--- src/rtl/weight_bram_reader.sv ---
// Read-side sequencer for a single per-neuron weight BRAM. On start it fetches a run of
// consecutive weights (wrapping at the end of the BRAM) and streams them one at a time
// over a valid/ready interface. The BRAM is read-only from this block.
module weight_bram_reader #(
  parameter int unsigned DEPTH  = 28,
  parameter int unsigned ADDR_W = 5,
  parameter int unsigned DATA_W = 16
) (
  input  logic              clk,
  input  logic              rst_n,
  input  logic              start,
  input  logic              abort,
  input  logic [ADDR_W-1:0] base,
  input  logic [ADDR_W:0]   count,
  output logic              busy,
  output logic              done,
  output logic [ADDR_W-1:0] bram_addr,
  output logic              bram_en,
  output logic              bram_we,
  input  logic [DATA_W-1:0] bram_do,
  output logic [DATA_W-1:0] w_data,
  output logic              w_valid,
  input  logic              w_ready,
  output logic              w_last,
  output logic [ADDR_W:0]   w_index
);

  localparam logic [ADDR_W:0] DepthW = DEPTH[ADDR_W:0];
  localparam logic [ADDR_W:0] One    = 1;

  typedef enum logic [1:0] {StIdle, StIssue, StOut, StFin} state_e;

  state_e              state_q, state_d;
  logic [ADDR_W-1:0]   addr_q, addr_d;
  logic [ADDR_W:0]     rem_q, rem_d;
  logic [ADDR_W:0]     idx_q, idx_d;
  logic                busy_q, busy_d;
  logic                done_q, done_d;
  logic [DATA_W-1:0]   w_data_q, w_data_d;
  logic                w_valid_q, w_valid_d;
  logic                w_last_q, w_last_d;
  logic [ADDR_W:0]     w_index_q, w_index_d;

  logic [ADDR_W:0]     count_clamp;
  logic [ADDR_W:0]     base_sub;
  logic [ADDR_W-1:0]   base_mod;
  logic [ADDR_W:0]     addr_inc;
  logic [ADDR_W-1:0]   addr_next;

  // Clamp the requested length, fold an out-of-range base, and advance the address with wrap.
  always_comb begin
    count_clamp = (count > DepthW) ? DepthW : count;
    // Top bit of the difference is the borrow: set when base < DEPTH.
    base_sub    = {1'b0, base} - DepthW;
    base_mod    = base_sub[ADDR_W] ? base : base_sub[ADDR_W-1:0];
    addr_inc    = {1'b0, addr_q} + One;
    addr_next   = (addr_inc >= DepthW) ? '0 : addr_inc[ADDR_W-1:0];
  end

  // Sequencer next-state: abort overrides everything outside idle, including a handshake.
  always_comb begin
    state_d   = state_q;
    addr_d    = addr_q;
    rem_d     = rem_q;
    idx_d     = idx_q;
    busy_d    = busy_q;
    done_d    = 1'b0;
    w_data_d  = w_data_q;
    w_valid_d = w_valid_q;
    w_last_d  = w_last_q;
    w_index_d = w_index_q;

    if (abort && (state_q != StIdle)) begin
      state_d   = StIdle;
      busy_d    = 1'b0;
      w_valid_d = 1'b0;
    end else begin
      unique case (state_q)
        StIdle: begin
          if (start && !abort) begin
            busy_d  = 1'b1;
            rem_d   = count_clamp;
            idx_d   = '0;
            addr_d  = base_mod;
            state_d = (count_clamp == '0) ? StFin : StIssue;
          end
        end
        StIssue: begin
          // BRAM output settled on the negedge inside this cycle.
          w_data_d  = bram_do;
          w_valid_d = 1'b1;
          w_index_d = idx_q;
          w_last_d  = (rem_q == One);
          state_d   = StOut;
        end
        StOut: begin
          if (w_ready) begin
            w_valid_d = 1'b0;
            if (w_last_q) begin
              state_d = StFin;
            end else begin
              idx_d   = idx_q + One;
              rem_d   = rem_q - One;
              addr_d  = addr_next;
              state_d = StIssue;
            end
          end
        end
        StFin: begin
          done_d  = 1'b1;
          busy_d  = 1'b0;
          state_d = StIdle;
        end
        default: state_d = StIdle;
      endcase
    end
  end

  // State and output registers; reset clears the stream immediately.
  always_ff @(posedge clk or negedge rst_n) begin
    if (!rst_n) begin
      state_q   <= StIdle;
      addr_q    <= '0;
      rem_q     <= '0;
      idx_q     <= '0;
      busy_q    <= 1'b0;
      done_q    <= 1'b0;
      w_data_q  <= '0;
      w_valid_q <= 1'b0;
      w_last_q  <= 1'b0;
      w_index_q <= '0;
    end else begin
      state_q   <= state_d;
      addr_q    <= addr_d;
      rem_q     <= rem_d;
      idx_q     <= idx_d;
      busy_q    <= busy_d;
      done_q    <= done_d;
      w_data_q  <= w_data_d;
      w_valid_q <= w_valid_d;
      w_last_q  <= w_last_d;
      w_index_q <= w_index_d;
    end
  end

  assign bram_en   = (state_q == StIssue);
  assign bram_we   = 1'b0;
  assign bram_addr = addr_q;
  assign busy      = busy_q;
  assign done      = done_q;
  assign w_data    = w_data_q;
  assign w_valid   = w_valid_q;
  assign w_last    = w_last_q;
  assign w_index   = w_index_q;

endmodule

--- config.mk ---
export PLATFORM = sky130hd
export DESIGN_NAME = weight_bram_reader
export DESIGN_NICKNAME = d
export VERILOG_FILES = /design/src/rtl/weight_bram_reader.sv
export SDC_FILE = /design/constraint.sdc
export NUM_CORES = 1
export LEC_CHECK = 0
export ABC_AREA = 1
export BUFFER_PORTS_ARGS = -buffer_cell sky130_fd_sc_hd__buf_2
export CORE_MARGIN = 5
export CORE_UTILIZATION = 30
export CTS_CLUSTER_SIZE = 28
export DETAILED_ROUTE_END_ITERATION = 7
export GPL_TIMING_DRIVEN = 0
export SLEW_MARGIN = 20
export SYNTH_ARGS = -nofsm -noshare
export SYNTH_HDL_FRONTEND = slang
export SYNTH_SLANG_ARGS = --single-unit
--- constraint.sdc ---
create_clock -name clk -period 1.8 [get_ports clk]
set_clock_uncertainty 0.05 [all_clocks]
set_input_delay 0.18 -clock clk [delete_from_list [all_inputs] [get_ports clk]]
set_output_delay 0.18 -clock clk [all_outputs]
set_load 0.1 [all_outputs]
==> run metrics, run 1 <==
total global-route track usage 0.1117; Rows 32; Post-Syn Area per Cell about 7.9 µm²; CTS sink cnt 45; post-route ant nets 0; Vias approximately 2.1k; largest net degree at the start of global routing between 40 and 50; Layout Nets roughly 410; n_diodes 0; I/O pin count 65; worst path required time 1570 ps; vias in the first global route just under 2k; ys async rst share 1.000; GRT met3 Usage 0.04176; endpoint class of the critical path output port; Worst Hold Class in -> reg; core area 7687 µm²; number of flops mapped to enable cells by yosys 0; slew at the pin closest to its max-slew limit ~580 ps; Layout area overhead 24.47%; FF-to-FF Start state_q[0]; post-CTS sizing 0; M2 GR Usage 0.1877; Max clock buf depth 2; register area share after synthesis 0.4797; Slew headroom 0.6139; Reg clk slew, reported paths 80 ps; Tcrit/Tclk final 0.9227; mean number of vias per cell 4.527; synthesized instance count around 300; Pre-antenna DRT Iters 4; Synth Register Bits 45; die area around 9700 µm²; Worst Setup Start Kind flop; share of cells above drive strength 1 0.2520; Die W around 98 µm; max cap viols 0; TritonCTS clock tree done; RSZ-0062 raised after global routing no; reg-to-reg endpoint bram_addr[1]; Final setup viols 0; CTS H-tree depth 2; latest clock arrival within the worst-skew pair around 300 ps; status completed; M1 GR Usage 0.1329; initial antenna violation count 0; Final Hold Viols 0; Final min period around 1700 ps; CP startpoint state_q[1]; GPL Wtd Cong 0.8264; Root Buffer clkbuf_8; worst r2r path cells 5; Port Buffers between 60 and 70; first-pass GRT wire length between 8000 and 9000 µm; Unique masters post-synth 32; GRT Residual Overflow 0; fin area 2922 µm²; initial DRC count 63; mapped cell area 2347 µm²; Avg WL per Cell 11.71 µm; placed instance area 2793 µm²; Top Usage Layer GRT met2; Pins Over Slew Limit 0; Crit Path Max Fanout 5; Initial Utilization 0.3053; # DRC 0; prevailing post-synth register cell dfrtp_1; end of the critical path bram_en; final WL around 5500 µm; Die Y slightly below 100 µm; total CTS buffers 5; Post-CTS Setup Bufs 0; syn_nets around 340; Yosys warnings 0; critical path class reg -> out; Max Freq between 600 and 700 MHz; FF-to-FF setup slack just over 300 ps; Post-DP HPWL approximately 4200 µm; Fin Setup TNS 0 ps; CP Data Arrival Time between 1000 and 1500 ps
==> cell usage in the layout (no fill, tap or decap), types with 3 or more instances in the layout <==
cell type / count
dfrtp_1: 43
nand4_1: 7
buf_6: 4
nand2_1: 108
o21ai_0: 11
inv_1: 25
buf_4: 3
a21oi_1: 6
o21ai_1: 9
buf_2: 64
nor2_1: 23
ha_1: 6
nand3_1: 23
inv_2: 3
clkbuf_8: 6
nor3_1: 3
==> logic make-up after synthesis <==
family	after synthesis	share of synthesized area
simple gates	175	0.3268
flops	45	0.4797
xor+xnor	3	0.01120
fa+ha+maj	6	0.03198
compound gates	31	0.07410
other cells	1	0.001598
buf+inv	36	0.07462
==> per-layer routing <==
layer	vias to the layer above	part of all wire
met1	979	0.46
met3	8	0.078
met5	-	0
met2	61	0.45
met4	0	0.011
li1	1084	-
==> state kept, by name, indices dropped and copies added (netlist names), 2 cells and up <==
| signal | count |
|---|---|
| bram_addr | 5 |
| idx_q | 6 |
| rem_q | 6 |
| state_q | 2 |
| w_data | 16 |
| w_index | 6 |
==> cell usage after synthesis (3+ instances only) <==
cell type | count | area share
nor2_1 | 23 | 0.037
a21oi_1 | 6 | 0.013
ha_1 | 6 | 0.032
inv_2 | 3 | 0.0048
o21ai_0 | 11 | 0.023
dfrtp_1 | 45 | 0.48
nand3_1 | 23 | 0.049
nor3_1 | 3 | 0.0064
nand4_1 | 7 | 0.019
nand2_1 | 108 | 0.17
inv_1 | 25 | 0.040
o21ai_1 | 9 | 0.019
buf_6 | 4 | 0.019
==> worst min path at each step <==
stage / endpoint / start / cells after the start / slack (ps)
after floorplan: bram_addr[0] / rst_n / 0 / -170
after global placement: w_data[4] / bram_do[4] / 3 / 330
after detailed placement: w_data[12] / bram_do[12] / 3 / 340
after global routing: w_data[1] / bram_do[1] / 3 / 40
final: w_data[14] / bram_do[14] / 3 / 40
after CTS: w_data[12] / bram_do[12] / 3 / 30
==> per-stage QoR <==
| step | hold WS [ps] | util | setup slack, ps | instances |
|---|---|---|---|---|
| finish | 35.93 | 0.3800 | 139.1 | 471 |
| global route | 37.63 | 0.3800 | 62.22 | 471 |
| CTS | 31.49 | 0.3784 | 126.5 | 470 |
| detailed placement | 340.3 | 0.3633 | 318.4 | 462 |
| global placement | 334.6 | 0.3633 | 330.4 | 462 |
| floorplan | -165.6 | - | 9.405 | 297 |
==> area by class of cell <==
type                    instances  area, µm²
inverters                      28      105.1
multi-input cells             216       1046
plain buffers                   8      70.07
fillers                       836       4766
clock buffers                   7      86.33
clock inverters                 1      30.03
flip-flops and latches         45       1129
repair buffers                 64      327.8
well taps                     102      127.6
==> worst max-delay path, cell delays in order, from the launching register on <==
cell     delay, ps
dfrtp_1        430
inv_2          140
nand2_1         80
inv_1           60
buf_2          420
==> timing repair <==
| action | CTS | global route |
|---|---|---|
| hold buffers | 0 | 1 |
| endpoints found under the hold margin | 0 | 45 |
| endpoints found under the setup margin | 0 | 0 |
Power of run 1 is not shown: default switching activity piles up to over one toggle a cycle in this logic, so the estimate is an artifact.
==> run 2: changes to the inputs <==
- CORE_UTILIZATION: 30 -> 36
- SETUP_SLACK_MARGIN: unset -> 0.4
==> run 2 against run 1 <==
Critical path type unchanged. Core utilization up 11 points. Via count up 0.70%. Cell area up 7.1%. Count of clock-buffer cells in the layout down 1. Worst hold slack worse by 7.8 ps. Global-route usage up 3.3 points. Final cell count down 3.0%. Routed wire length up 4.7%.
==> run metrics, run 2 (synthesis results as in run 1) <==
Layout area overhead 33.26% (was 24.47%); Filler cells 630 (was 836); Final min period 1420 ps (was 1661 ps); Max Freq 704.1 MHz (was 602.1 MHz); I/O pin count 65 (unchanged); most frequent cells in the layout nand2_1 (106), buf_2 (55), dfrtp_1 (37) (was nand2_1 (108), buf_2 (64), dfrtp_1 (43)); CP Data Arrival Time 1190 ps (was 1430 ps); endpoint class of the critical path output port (unchanged); status completed (unchanged); total CTS buffers 5 (unchanged); met3 WL 381 µm (was 431 µm); max cap viols 0 (unchanged); die area 8235 µm² (was 9693 µm²); Layout Nets 417 (was 406); fin area 3128 µm² (was 2922 µm²); vias in the first global route 2180 (was 1968); initial antenna violation count 0 (unchanged); Post-DP HPWL 4147 µm (was 4180 µm); dpl ws 298.5 ps (was 318.4 ps); Vias 2147 (was 2132); post-route ant nets 0 (unchanged); Pins Over Slew Limit 0 (unchanged); Register Area 1144 µm² (was 1129 µm²); CTS sink cnt 45 (unchanged); multi-input logic area 1106 µm² (was 1046 µm²); share of cells above drive strength 1 0.3263 (was 0.2520); FF-to-FF Start state_q[1] (was state_q[0]); WL met2 2566 µm (was 2489 µm); commonest non-fill, non-tap cell in the layout nand2_1 (unchanged); CTS H-tree depth 2 (unchanged); core area 6350 µm² (was 7687 µm²); Fin Setup TNS 0 ps (unchanged); Tcrit/Tclk final 0.7890 (was 0.9227); WHS 28.11 ps (was 35.93 ps); Reg clk slew, reported paths 90 ps (was 80 ps); TritonCTS clock tree done (unchanged); largest net degree at the start of global routing 46 (unchanged); total global-route track usage 0.1444 (was 0.1117); Largest register FFs 16 (unchanged); worst hold path startpoint bram_do[6] (was bram_do[14]); Final Hold Viols 0 (unchanged); Initial Utilization 0.3697 (was 0.3053); Root Buffer clkbuf_8 (unchanged); Slew headroom 0.6119 (was 0.6139); placed instance area 2798 µm² (was 2793 µm²); Die Y 90.75 µm (was 98.46 µm); Worst Hold Class in -> reg (unchanged); Pre-antenna DRT Iters 6 (was 4); n_diodes 0 (unchanged); topmost layer with routed signal wires met4 (unchanged); CP startpoint state_q[1] (unchanged); Rows 29 (was 32); Worst Setup Start Kind flop (unchanged); wire length on met1 2759 µm (was 2531 µm); # DRC 0 (unchanged); worst path required time 1570 ps (about the same); mean number of vias per cell 4.698 (was 4.527); critical path class reg -> out (unchanged); final WL 5771 µm (was 5514 µm); Crit Path Max Fanout 4 (was 5); GPL Wtd Cong 0.8044 (was 0.8264); Setup WS post-layout 379.7 ps (was 139.1 ps); GRT Residual Overflow 0 (unchanged); first-pass GRT wire length 9942 µm (was 8866 µm); Port Buffers 63 (unchanged); initial DRC count 73 (was 63); latest clock arrival within the worst-skew pair 300 ps (about the same); slew at the pin closest to its max-slew limit 582.1 ps (was 579.2 ps); Die W 90.75 µm (was 98.46 µm); RSZ-0062 raised after global routing yes (was no); Avg WL per Cell 12.63 µm (was 11.71 µm); Final setup viols 0 (unchanged); Max clock buf depth 2 (unchanged)
[run 2: cell count changes in the layout (fill, tap and decap cells not counted), moves of 2 or more]
cell        previous run  this run
buf_2                 64        55
buf_4                  3        17
clkbuf_4               0         2
clkinvlp_4             0         3
dfrtp_1               43        37
dfrtp_2                2         5
dfrtp_4                0         3
inv_1                 25        21
inv_4                  0         2
nand2_1              108       106
nand3_1               23        20
nand3_2                1         4
[run 2: area by class of cell]
type,instances,area share
clock inverter,2,0.01200
inverter,28,0.03760
multi-input combinational,216,0.3536
sequential,45,0.3656
buffer,8,0.02640
clock buffer,6,0.02640
timing repair buffer,75,0.1476
tap,77,0.03080
[run 2: repair_timing]
item,4_1_cts,5_1_grt
setup buffers,5,5
hold endpoints to repair,0,45
resized for setup,16,16
setup endpoints to repair,36,38
pin swaps,2,4
hold buffers,0,1
cloned,0,1
[run 2: final timing paths]
kind | to | slack [ps] | cells past startpoint
hold / removal | w_data[6] | 30 | 3
setup / recovery | bram_en | 380 | 4
hold reg to reg | w_data[15] | 420 | 2
setup reg to reg | bram_addr[3] | 410 | 7
max in group asynchronous | w_last | 880 | 2
min in group asynchronous | w_data[14] | 370 | 2
[run 2: per-layer routing]
metal | GRT usage | vias up
met5 | 0 | -
met2 | 0.2276 | 63
met4 | 0.03970 | 0
met3 | 0.04083 | 6
met1 | 0.1934 | 963
li1 | - | 1115
[run 2: worst max-delay path, cell delays in order (launching register included)]
cell and delay, ps:
dfrtp_2 470, inv_4 110, nand2_4 60, clkinvlp_4 90, buf_12 170
[run 2: through the flow]
step | util | std cells
after floorplan | - | 297
after global placement | 0.4406 | 437
after detailed placement | 0.4406 | 437
after CTS | 0.4729 | 450
after global routing | 0.4926 | 457
final | 0.4926 | 457
Power of run 2 is left out for the same reason.
==> run 3: changes to the inputs <==
- clock period: 1.8 -> 1.5 ns (I/O delays scaled with it)
==> run 3 against run 2 <==
Global-route usage grew 2.1 points. Non-clock buffer count up 39. Die area stayed put. Critical endpoint is now bram_addr[1]. Largest cell class is now buffers. Highest routed layer unchanged.
==> run metrics, run 3 (synthesis results as in run 1) <==
status completed (unchanged); Root Buffer clkbuf_8 (unchanged); GPL Wtd Cong 0.8405 (was 0.8044); Post-Place Cells 437 (unchanged); mean number of vias per cell 4.841 (was 4.698); Avg WL per Cell 14.62 µm (was 12.63 µm); CP Data Arrival Time 1550 ps (was 1190 ps); die area 8235 µm² (unchanged); # DRC 0 (unchanged); peak supply drop around 2.3 mV; final WL 7268 µm (was 5771 µm); core area 6350 µm² (unchanged); Worst path slowest cell dfrtp_2 (unchanged); RSZ-0062 raised after global routing yes (unchanged); CTS sink cnt 45 (unchanged); Cell Pwr Density roughly 2400 nW/µm²; critical path class reg -> reg (was reg -> out); n_diodes 0 (unchanged); vias in the first global route 2346 (was 2180); first-pass GRT wire length 11320 µm (was 9942 µm); commonest non-fill, non-tap cell in the layout nand2_1 (unchanged); CTS H-tree depth 2 (unchanged); Final Hold Viols 0 (unchanged); Die W 90.75 µm (unchanged); worst path cell trace nor2_4 -> nand2_4 -> nand3_4 -> clkbuf_16 -> nor2_2 -> nand2_1 -> nand3_2 (was inv_4 -> nand2_4 -> clkinvlp_4 -> buf_12); total CTS buffers 5 (unchanged); most frequent cells in the layout nand2_1 (77), buf_12 (37), dfrtp_1 (30), buf_2 (30) (was nand2_1 (106), buf_2 (55), dfrtp_1 (37)); Leak Pwr 2.073 nW; Pre-antenna DRT Iters 4 (was 6); Layout Nets 457 (was 417); slew at the pin closest to its max-slew limit 583.3 ps (was 582.1 ps); Post-DP HPWL 4210 µm (was 4147 µm); latest clock arrival within the worst-skew pair 300 ps (about the same); Die Y 90.75 µm (unchanged); GRT Residual Overflow 0 (unchanged); Initial Utilization 0.3697 (unchanged); worst path required time 1650 ps (was 1570 ps); Slew headroom 0.6111 (was 0.6119); Filler cells 448 (was 630); Crit path max-delay family simple AND/OR/NAND/NOR gates (was flip-flops); largest net degree at the start of global routing 46 (unchanged); Rows 29 (unchanged); max cap viols 0 (unchanged); Final setup viols 0 (unchanged); post-route ant nets 0 (unchanged); Reg clk slew, reported paths 90 ps (about the same); post-layout util 0.6727 (was 0.4926); initial antenna violation count 0 (unchanged); total design power around 10 mW; TritonCTS clock tree done (unchanged); Worst Hold Class in -> reg (unchanged); Worst Setup Start Kind flop (unchanged); Layout area overhead 81.98% (was 33.26%); Max Freq 714.1 MHz; Final min period approximately 1400 ps; endpoint class of the critical path flop (was output port); multi-input logic area 1321 µm² (was 1106 µm²); initial DRC count 70 (was 73); Largest register FFs 16 (unchanged); share of cells above drive strength 1 0.4810 (was 0.3263); Crit Path Max Fanout 7 (was 4); crit-path max cell delay 500 ps (was 470 ps); Non-Filler Instances 497 (was 457); Max clock buf depth 2 (unchanged); Register Area 1152 µm² (was 1144 µm²); Port Buffers 63 (unchanged); total global-route track usage 0.1658 (was 0.1444); I/O pin count 65 (unchanged); Vias 2406 (was 2147); buffer and inverter count on the worst path 1 (was 3); Tcrit/Tclk final 0.9336; WHS 6.716 ps (was 28.11 ps); Pins Over Slew Limit 0 (unchanged)
-- run 3: cell count changes in the layout (fill, tap and decap cells not counted), moves of 6 or more --
cell,change
buf_12,+36
buf_2,-25
buf_6,+7
dfrtp_1,-7
dfrtp_2,+7
dlygate4sd3_1,+13
nand2_1,-29
nand2_2,+19
nand2_4,+10
nor2_1,-7
o21ai_0,-6
-- run 3: worst register-to-register path: stages, from the launching register on --
cell	delay [ps]
dfrtp_2	500
nor2_4	180
nand2_4	60
nand3_4	170
clkbuf_16	190
nor2_2	30
nand2_1	70
nand3_2	50
-- run 3: metrics by stage --
| stage | instance area [µm²] | setup TNS, ps | worst slack [ps] |
|---|---|---|---|
| floorplan | 2437 | 0 | 32.84 |
| finish | 4272 | 0 | 99.57 |
| global route | 4272 | 0 | 27.02 |
| detailed placement | 2849 | -21.50 | -15.56 |
| CTS | 3941 | 0 | 100.9 |
| global placement | 2849 | -11.82 | -11.82 |
-- run 3: final cells by class --
| type | instances | share of cell area |
|---|---|---|
| plain buffers | 8 | 0.02373 |
| clock buffers | 5 | 0.01611 |
| clock inverters | 3 | 0.005272 |
| inverters | 28 | 0.02900 |
| multi-input cells | 216 | 0.3093 |
| flip-flops and latches | 45 | 0.2698 |
| well taps | 77 | 0.02255 |
| repair buffers | 114 | 0.3225 |
| repair inverters | 1 | 0.001757 |
-- run 3: repair_timing --
item | CTS | global route
hold buffers | 13 | 1
setup endpoints to repair | 76 | 76
pin swaps | 18 | 27
setup buffers | 23 | 10
endpoints found under the hold margin | 13 | 45
cloned | 4 | 1
resized for setup | 164 | 52
-- run 3: report_power, final --
| group | leakage (nW) | switching (mW) | total (mW) | internal (mW) |
|---|---|---|---|---|
| registers | 0.560 | 0.568 | 2.26 | 1.69 |
| clock network | 0.0481 | 0.446 | 0.777 | 0.331 |
| logic | 1.46 | 4.25 | 7.09 | 2.84 |
| total | 2.07 | 5.26 | 10.1 | 4.86 |
-- run 3: final timing paths --
kind / start / to / slack [ps] / cells after the start
worst max-delay path: state_q[0] / bram_addr[1] / 100 / 7
worst min-delay path: bram_do[5] / w_data[5] / 7 / 3
worst max register to register: state_q[0] / bram_addr[1] / 100 / 7
worst min register to register: rem_q[5] / rem_q[5] / 470 / 2
max in group asynchronous: rst_n / bram_addr[0] / 600 / 2
min in group asynchronous: rst_n / w_index[4] / 340 / 2
-- run 3: layer usage --
metal | track usage | vias up | wire [µm]
li1 | - | 1192 | -
met1 | 0.2089 | 1140 | 3051
met2 | 0.2797 | 63 | 3817
met3 | 0.04250 | 11 | 305
met4 | 0.04591 | 0 | 94
met5 | 0 | - | 0
Power figures use the tool's default switching activity.
